===== src/rtl/fetch_predict_unit_pkg.sv =====
// Shared constants and helpers for the fetch/predict stage and its branch target buffer.
// Counter encodings, the default BTB index width and the fetch reset vector live here.
package fetch_predict_unit_pkg;

  localparam logic [1:0] CTR_INIT    = 2'b01;
  localparam logic [1:0] CTR_ALLOC   = 2'b10;
  localparam int         BTB_IDX_BIT = 4;
  localparam logic [31:0] FETCH_RESET_PC = 32'h0000_0000;

  function automatic logic [1:0] sat_inc(input logic [1:0] c);
    return (c == 2'b11) ? c : c + 2'b01;
  endfunction

  function automatic logic [1:0] sat_dec(input logic [1:0] c);
    return (c == 2'b00) ? c : c - 2'b01;
  endfunction

endpackage


===== src/rtl/fetch_predict_unit_btb.sv =====
// Direct-mapped branch target buffer: combinational lookup port, synchronous training port.
// Lookup reads pre-update contents; training becomes visible one cycle later.
module branch_target_buffer
  import fetch_predict_unit_pkg::*;
#(
  parameter int ADDR_W = 32,
  parameter int IDX_W  = BTB_IDX_BIT
) (
  input  logic              clk,
  input  logic              rst,
  input  logic [ADDR_W-1:0] rd_pc,
  output logic              rd_hit,
  output logic              rd_taken,
  output logic [ADDR_W-1:0] rd_target,
  input  logic              upd_en,
  input  logic [ADDR_W-1:0] upd_pc,
  input  logic              upd_taken,
  input  logic [ADDR_W-1:0] upd_target
);

  localparam int ENTRIES = 1 << IDX_W;
  localparam int TAG_W   = ADDR_W - IDX_W - 2;

  logic [ENTRIES-1:0] valid_q, valid_d;
  logic [1:0]         ctr_q [ENTRIES];
  logic [1:0]         ctr_d [ENTRIES];
  logic [TAG_W-1:0]   tag_q [ENTRIES];
  logic [TAG_W-1:0]   tag_d [ENTRIES];
  logic [ADDR_W-1:0]  tgt_q [ENTRIES];
  logic [ADDR_W-1:0]  tgt_d [ENTRIES];

  logic [IDX_W-1:0] ridx, uidx;
  logic [TAG_W-1:0] rtag, utag;
  logic             uhit;

  // Byte-offset bits never select an entry.
  logic unused_lsbs;
  assign unused_lsbs = ^{rd_pc[1:0], upd_pc[1:0]};

  assign ridx = rd_pc[IDX_W+1:2];
  assign rtag = rd_pc[ADDR_W-1:IDX_W+2];
  assign uidx = upd_pc[IDX_W+1:2];
  assign utag = upd_pc[ADDR_W-1:IDX_W+2];

  assign rd_hit    = valid_q[ridx] && (tag_q[ridx] == rtag);
  assign rd_taken  = rd_hit && ctr_q[ridx][1];
  assign rd_target = tgt_q[ridx];
  assign uhit      = valid_q[uidx] && (tag_q[uidx] == utag);

  // NOTE: every _d gets a full default copy first, so no path leaves it unassigned (no latch).
  always_comb begin
    valid_d = valid_q;
    ctr_d   = ctr_q;
    tag_d   = tag_q;
    tgt_d   = tgt_q;
    if (upd_en) begin
      if (uhit) begin
        if (upd_taken) begin
          ctr_d[uidx] = sat_inc(ctr_q[uidx]);
          tgt_d[uidx] = upd_target;
        end else begin
          ctr_d[uidx] = sat_dec(ctr_q[uidx]);
        end
      end else if (upd_taken) begin
        valid_d[uidx] = 1'b1;
        tag_d[uidx]   = utag;
        tgt_d[uidx]   = upd_target;
        ctr_d[uidx]   = CTR_ALLOC;
      end
    end
  end

  // NOTE: only valid bits and counters are reset; tag/target contents are don't-care while invalid.
  always_ff @(posedge clk or posedge rst) begin
    if (rst) begin
      valid_q <= '0;
      for (int i = 0; i < ENTRIES; i++) ctr_q[i] <= CTR_INIT;
    end else begin
      valid_q <= valid_d;
      ctr_q   <= ctr_d;
    end
  end

  always_ff @(posedge clk) begin
    tag_q <= tag_d;
    tgt_q <= tgt_d;
  end

endmodule


===== src/rtl/fetch_predict_unit.sv =====
// Instruction-fetch stage: owns the PC, queries the BTB each cycle and picks the next fetch address.
// Priority at each edge: halt (en=0), EX redirect, load-use stall, predicted next_pc.
module fetch_predict_unit
  import fetch_predict_unit_pkg::*;
#(
  parameter int              ADDR_W   = 32,
  parameter int              IDX_W    = BTB_IDX_BIT,
  parameter logic [ADDR_W-1:0] RESET_PC = FETCH_RESET_PC[ADDR_W-1:0]
) (
  input  logic              clk,
  input  logic              rst,
  input  logic              en,
  input  logic              stall,
  input  logic              redirect,
  input  logic [ADDR_W-1:0] redirect_pc,
  input  logic              upd_valid,
  input  logic [ADDR_W-1:0] upd_pc,
  input  logic              upd_taken,
  input  logic [ADDR_W-1:0] upd_target,
  output logic [ADDR_W-1:0] pc,
  output logic [ADDR_W-1:0] pc_4,
  output logic              gussed,
  output logic [ADDR_W-1:0] next_pc
);

  logic [ADDR_W-1:0] pc_q, pc_d;
  logic [ADDR_W-1:0] btb_target;
  logic              btb_hit;

  branch_target_buffer #(
    .ADDR_W (ADDR_W),
    .IDX_W  (IDX_W)
  ) u_btb (
    .clk        (clk),
    .rst        (rst),
    .rd_pc      (pc_q),
    .rd_hit     (btb_hit),
    .rd_taken   (gussed),
    .rd_target  (btb_target),
    .upd_en     (en && upd_valid),
    .upd_pc     (upd_pc),
    .upd_taken  (upd_taken),
    .upd_target (upd_target)
  );

  assign pc      = pc_q;
  assign pc_4    = pc_q + ADDR_W'(4);
  assign next_pc = gussed ? btb_target : pc_4;

  logic unused_hit;
  assign unused_hit = btb_hit;

  always_comb begin
    pc_d = pc_q;
    if (en) begin
      if (redirect)    pc_d = redirect_pc;
      else if (!stall) pc_d = next_pc;
    end
  end

  // NOTE: sequential state uses non-blocking assignment so all flops update from pre-edge values.
  always_ff @(posedge clk or posedge rst) begin
    if (rst) pc_q <= RESET_PC;
    else     pc_q <= pc_d;
  end

endmodule


===== config.mk =====
export PLATFORM = sky130hd
export DESIGN_NAME = fetch_predict_unit
export DESIGN_NICKNAME = d
export VERILOG_FILES = /design/src/rtl/fetch_predict_unit_pkg.sv /design/src/rtl/fetch_predict_unit_btb.sv /design/src/rtl/fetch_predict_unit.sv
export SDC_FILE = /design/constraint.sdc
export NUM_CORES = 1
export LEC_CHECK = 0
export CAP_MARGIN = 10
export CORE_MARGIN = 2
export CORE_UTILIZATION = 58
export DETAILED_ROUTE_END_ITERATION = 16
export DONT_BUFFER_PORTS = 1
export PLACE_DENSITY_LB_ADDON = 0.1
export SYNTH_ARGS = -nofsm -noshare
export SYNTH_HDL_FRONTEND = slang
export SYNTH_SLANG_ARGS = --single-unit
export TNS_END_PERCENT = 50

===== constraint.sdc =====
create_clock -name clk -period 4.05 [get_ports clk]
set_clock_uncertainty 0.1 [all_clocks]
set_input_delay 1.215 -clock clk [delete_from_list [all_inputs] [get_ports clk]]
set_output_delay 1.215 -clock clk [all_outputs]
set_load 0.05 [all_outputs]

; After elaboration in Yosys (flattened, before gate mapping)
; Cells that the tools add are included.
[totals]
regBits = 1008
in_bits = 103
wordCells = 121
[op_classes]
add_sub_neg = 3
magnitude_cmp = 6
n_eq_ne = 4
n_mux = 39
bitwise = 7
reduce_logical = 12
[ops]
columns = op, n
row1 = bitwise mux 512 bit, 1
row2 = bitwise mux 416 bit, 1
row3 = two-way mux 32 bit, 9
row4 = binary-select mux 26 bit (select 4 bit), 2
row5 = two-way mux 26 bit, 5
row6 = binary-select mux 32 bit (select 4 bit), 1
row7 = demux 32 bit (select 4 bit), 1
row8 = demux 26 bit (select 4 bit), 1
row9 = bitwise mux 32 bit, 2
row10 = == test 26 bit, 2
row11 = "adder 32 x 3 -> 32 bit, second input constant", 1
row12 = OR 16 bit, 2
row13 = AND 16 bit, 1
row14 = binary-select mux 2 bit (select 4 bit), 2
row15 = NOT 16 bit, 1
row16 = two-way mux 2 bit, 7
row17 = "greater-or-equal comparator 5 bit, second input constant", 2
row18 = "< comparator 4 x 5 -> 1 bit, second input constant", 2
row19 = NOT 4 -> 5 bit, 2
row20 = binary-select mux 1 bit (select 4 bit), 2
row21 = demux 2 bit (select 4 bit), 1
row22 = logical AND 1 bit, 6
row23 = AND reduction 2 bit, 3
row24 = "< comparator 5 x 1 -> 1 bit, second input constant", 1
row25 = other kinds (11), 13

; Logic depth before layout (Yosys ltp)
[logic_depth]
ltp_word = 10
mapped_depth = 16
ltp_nobuf = 9

; Cells and area by module
; From an unflattened synthesis, not the netlist that was laid out.
[hier_totals]
hier_cells = 2291
area_unflattened_um2 = 44853.0
[modules_own_cells]
columns = module, n_inst, cells_per_inst, area_each_um2, seq_area_each_um2
row1 = branch_target_buffer, 1, 1969, 42089.1, 29087.9
row2 = fetch_predict_unit, 1, 322, 2763.9, 800.8

; Worst setup path before layout
; Ideal clock, no wire load.
[synth_path]
kind = flip-flop to output port
start = register pc_q[5], in the netlist pc[5]
end = output port next_pc[26]
t_arrival_ns = 4.109
required_time_ns = 2.735
path_slack_ns = -1.374
stages_incl_launch_ff = 14
path_buffers = 5
path_cell_list = dfrtp_1 buf_2 buf_2 buf_2 buf_2 buf_2 nand3_1 nor2_1 nand3_1 nor2_1 nand3_1 xnor2_1 nand2_1 nand2_1
[synth_via]
elab_cells_between_ends = 17
[synth_lines]
columns = item, line
row1 = "start, declared", fetch_predict_unit.sv:26  ; logic [ADDR_W-1:0] pc_q, pc_d;
row2 = "start signal, assigned", fetch_predict_unit.sv:64  ; else pc_q <= pc_d;
row3 = adder 32 x 3 -> 32 bit, fetch_predict_unit.sv:47  ; assign pc_4 = pc_q + ADDR_W'(4);
row4 = via pc_4[26], fetch_predict_unit.sv:21  ; output logic [ADDR_W-1:0] pc_4,
row5 = two-way mux 32 bit, fetch_predict_unit.sv:48  ; assign next_pc = gussed ? btb_target : pc_4;
row6 = "end, declared", fetch_predict_unit.sv:23  ; output logic [ADDR_W-1:0] next_pc
; The timed path passes the listed nets, and every way through them passes these cells. The select of a mux whose other input is x is not followed.

; Worst setup path after layout
[layout_path]
start = register pc_q[2], in the netlist pc[2]
end = output port next_pc[21]
[layout_via]
elab_chain_len = 8
elab_cells_between_ends = 17
[layout_rtl]
columns = item, line
row1 = NOT 4 -> 5 bit (not written as such), "fetch_predict_unit_btb.sv:45, fetch_predict_unit_btb.sv:46, fetch_predict_unit_btb.sv:47"
row2 = binary-select mux 26 bit (select 4 bit), fetch_predict_unit_btb.sv:45  ; assign rd_hit = valid_q[ridx] && (tag_q[ridx] == rtag);
row3 = two-way mux 26 bit (not written as such) (2 in a row), fetch_predict_unit_btb.sv:45
row4 = == test 26 bit, fetch_predict_unit_btb.sv:45
row5 = logical AND 1 bit, fetch_predict_unit_btb.sv:45
row6 = logical AND 1 bit, fetch_predict_unit_btb.sv:46  ; assign rd_taken = rd_hit && ctr_q[ridx][1];
row7 = two-way mux 32 bit *, fetch_predict_unit.sv:48
; Every way passes the cells marked *; elsewhere a longest branch is shown, timed or not. The select of a mux whose other input is x is not followed.

==> metrics.yaml <==
io_pins: 200
async_reset_ff_share_pct: 7.94
synth_seq_area_share_pct: 66.7
cts_tree: "built"
place.gp.congestion: 0.947
antenna_found_initial: 5
synth.area.top_cells: "edfxtp_1 62%, mux4_2 18%, dfrtp_1 3.6%"
worstSetupEndpointType: "output pin"
fin_crit_sh_pct: 135
cts_buffers: 101
hold_viol_final: 0
synthMostInstantiatedCell: "edfxtp_1"
dp_hpwl_um: 86900
swShare_pct: 28.7
synth_fp_nets: 2553
cts.path.max_buffers: 3
area_delta_synth_final_pct: 22.8
p_clk_share_pct: 33.3
ctsHoldBuffers: 0
dieArea_um2: 79500
finalCriticalPeriod_ps: 5460
r2r-end: "u_btb.tag_q[154]"
drt-total-wl_um: 138000
vias: 27300
rows: 101
switchingPower_w: 0.00795
worst_slack_ps: -1410
slowest_stage: "dfrtp_4"
avgSynthCellArea_um2: 18.3
ys.flop_type: "edfxtp_1"
die_h_um: 282
worstHoldPathCells: 2
rsz0062_at_grt: "yes"
worstSetupPathType: "flip-flop to output pin"
grt_start_max_net_pins: 125
power.leakage_nw: 18.6
reg2reg_depth: 13
grt.total_usage_pct: 34.6
drv_cap: 0
synth-seq-cells: 1008
grt_remaining_overflow: 0
crit_arrival_ps: 4140
tightest_slew_ps: 1040
r2r_slack_ps: 170
p_total_w: 0.0277
synth_cell_types: 81
pwr-share-comb_pct: 24.0
place_ws_ps: -866
stdcell_area_um2: 55000
postLayoutCoreUtil_pct: 72.2
dr.pass1.iters: 6
vias_per_cell: 6.92
max_freq_mhz: 183
cts.reportedPaths.clkPinSlew_ps: 60
ys_warn_count: 0
drt_iter0_drc: 3535
timing.rr.start: "u_btb.tag_q[84]"
p_int_w: 0.0197
synth_edf_count: 928
violations: "negative setup slack"
peakVddDrop_mv: 0.420
crit_path_cell_trace: "buf_8 > buf_4 > and2_1 > buf_12 > buf_4 > a221oi_1 > xnor2_1 > a41o_1 > nor3b_2 > and4_4 > buf_12 > nand3_1 > nand2_4"
first_global_vias: 27600
startpoint_type: "flip-flop"
synth_cells: 2449
hold_ws_ps: 396
status: "complete, but fails checks"
cp_slowest_stage_delay_ps: 560
layout-drive-gt1-share_pct: 40.8
wl_per_cell_um: 34.9
placed_cell_area_um2: 50300
synthTopCellsByCount: "928 x edfxtp_1, 356 x mux4_2, 121 x nand2_1, 113 x mux2i_1, 87 x nand3_1"
synth_top_area_share_pct: 62.2
port_buffers: 0
power_density_nw_per_um2: 503
holdPathEnd: "u_btb.ctr_q[0]"
numClockSinks: 1008
clk_latency_ps: 690
drc: 0
syn_area_um2: 44800
hp-class: "flip-flop to flip-flop"
cts_root_buffer: "clkbuf_16"
placeableCoreArea_um2: 76200
initial_core_util_pct: 58.8
maxSlewViolCount: 0
ant_nets: 0
maxSlewHeadroom_pct: 30.8
worstHoldStart: "u_btb.ctr_q[0]"
finalSetupViolations: 191
finalNetCount: 2942
h-tree-depth: 3
die_w_um: 282
seqPwrFrac_pct: 42.6
grt_pass1_wl_um: 194000
crit_path_max_fanout: 11
yosysTopAreaCell: "edfxtp_1"
critPathRequiredTime_ps: 2730
## layout make-up
class,instances,area (um^2)
multi-input combinational,1257,15500
antenna,1,2.50
fill,4613,21200
tap,1030,1290
timing repair buffer,452,4950
sequential,1008,29900
clock buffer,131,2680
clock inverter,52,597
inverter,18,78.8
## cell usage in the layout (no fill, tap or decap), types with 37 or more instances in the layout
cell and count:
o21ai_0 81, buf_4 299, nand3_1 58, clkbuf_16 107
nor2_4 37, buf_12 90, nor2_1 37, mux4_2 356
buf_6 47, mux2i_1 110, dfrtp_1 60, edfxtp_1 928
nand2_1 73
## repair_timing
item / in CTS / in global routing
gates cloned: 2 / 6
setup endpoints to repair: 60 / 321
setup buffers: 15 / 24
resized for setup: 82 / 90
hold endpoints to repair: 0 / 0
pin swaps: 24 / 24
## metrics by stage
step	setup TNS, ps	cells
after global routing	-59100	3948
after CTS	-55990	3919
after detailed placement	-317280	3719
after floorplan	-325320	2449
final	-59170	3949
after global placement	-329950	3719
## power groups by stage
stage	combinational [W]	clock [W]	sequential [W]
2_1_floorplan	0.00378	0	0.0121
4_1_cts	0.00624	0.00928	0.0118
3_3_place_gp	0.00588	0	0.0120
5_1_grt	0.00688	0.00969	0.0118
3_5_place_dp	0.00591	0	0.0120
6_report	0.00665	0.00923	0.0118
## how the worst max path moves through the flow
stage,to,from
6_report,next_pc[21],pc[2]
5_1_grt,next_pc[21],pc[3]
4_1_cts,next_pc[21],pc[3]
3_5_place_dp,next_pc[26],pc[3]
3_3_place_gp,next_pc[20],pc[2]
2_1_floorplan,next_pc[2],pc[3]
## per-layer routing
metal / global-route usage (%) / vias up / wire (um)
met5: 0 / - / 37
met4: 12.5 / 6 / 5780
met3: 8.91 / 300 / 15400
met2: 56.4 / 1847 / 67500
met1: 45.6 / 14300 / 49000
li1: - / 10900 / -
## worst max-delay path: cells and delay by family, from the launching register on
| kind | cells | cell delay, ps |
|---|---|---|
| flip-flops | 1 | 560 |
| XOR/XNOR | 1 | 270 |
| AO/OA/AOI/OAI | 2 | 650 |
| buffers and inverters | 5 | 830 |
| AND/OR/NAND/NOR | 5 | 1150 |
## state kept, by name, indices dropped and copies added (netlist names)
signal         cells
u_btb.valid_q     16
u_btb.ctr_q       32
pc                32
u_btb.tag_q      416
u_btb.tgt_q      512
## cells by family after synthesis
family          share of synthesized area (%)
fa+ha+maj                              0.0503
simple gates                             4.44
mux                                      21.0
xor+xnor                                 1.68
buf+inv                                  2.05
compound gates                           4.09
flops                                    66.7
Power figures use the tool's default switching activity.
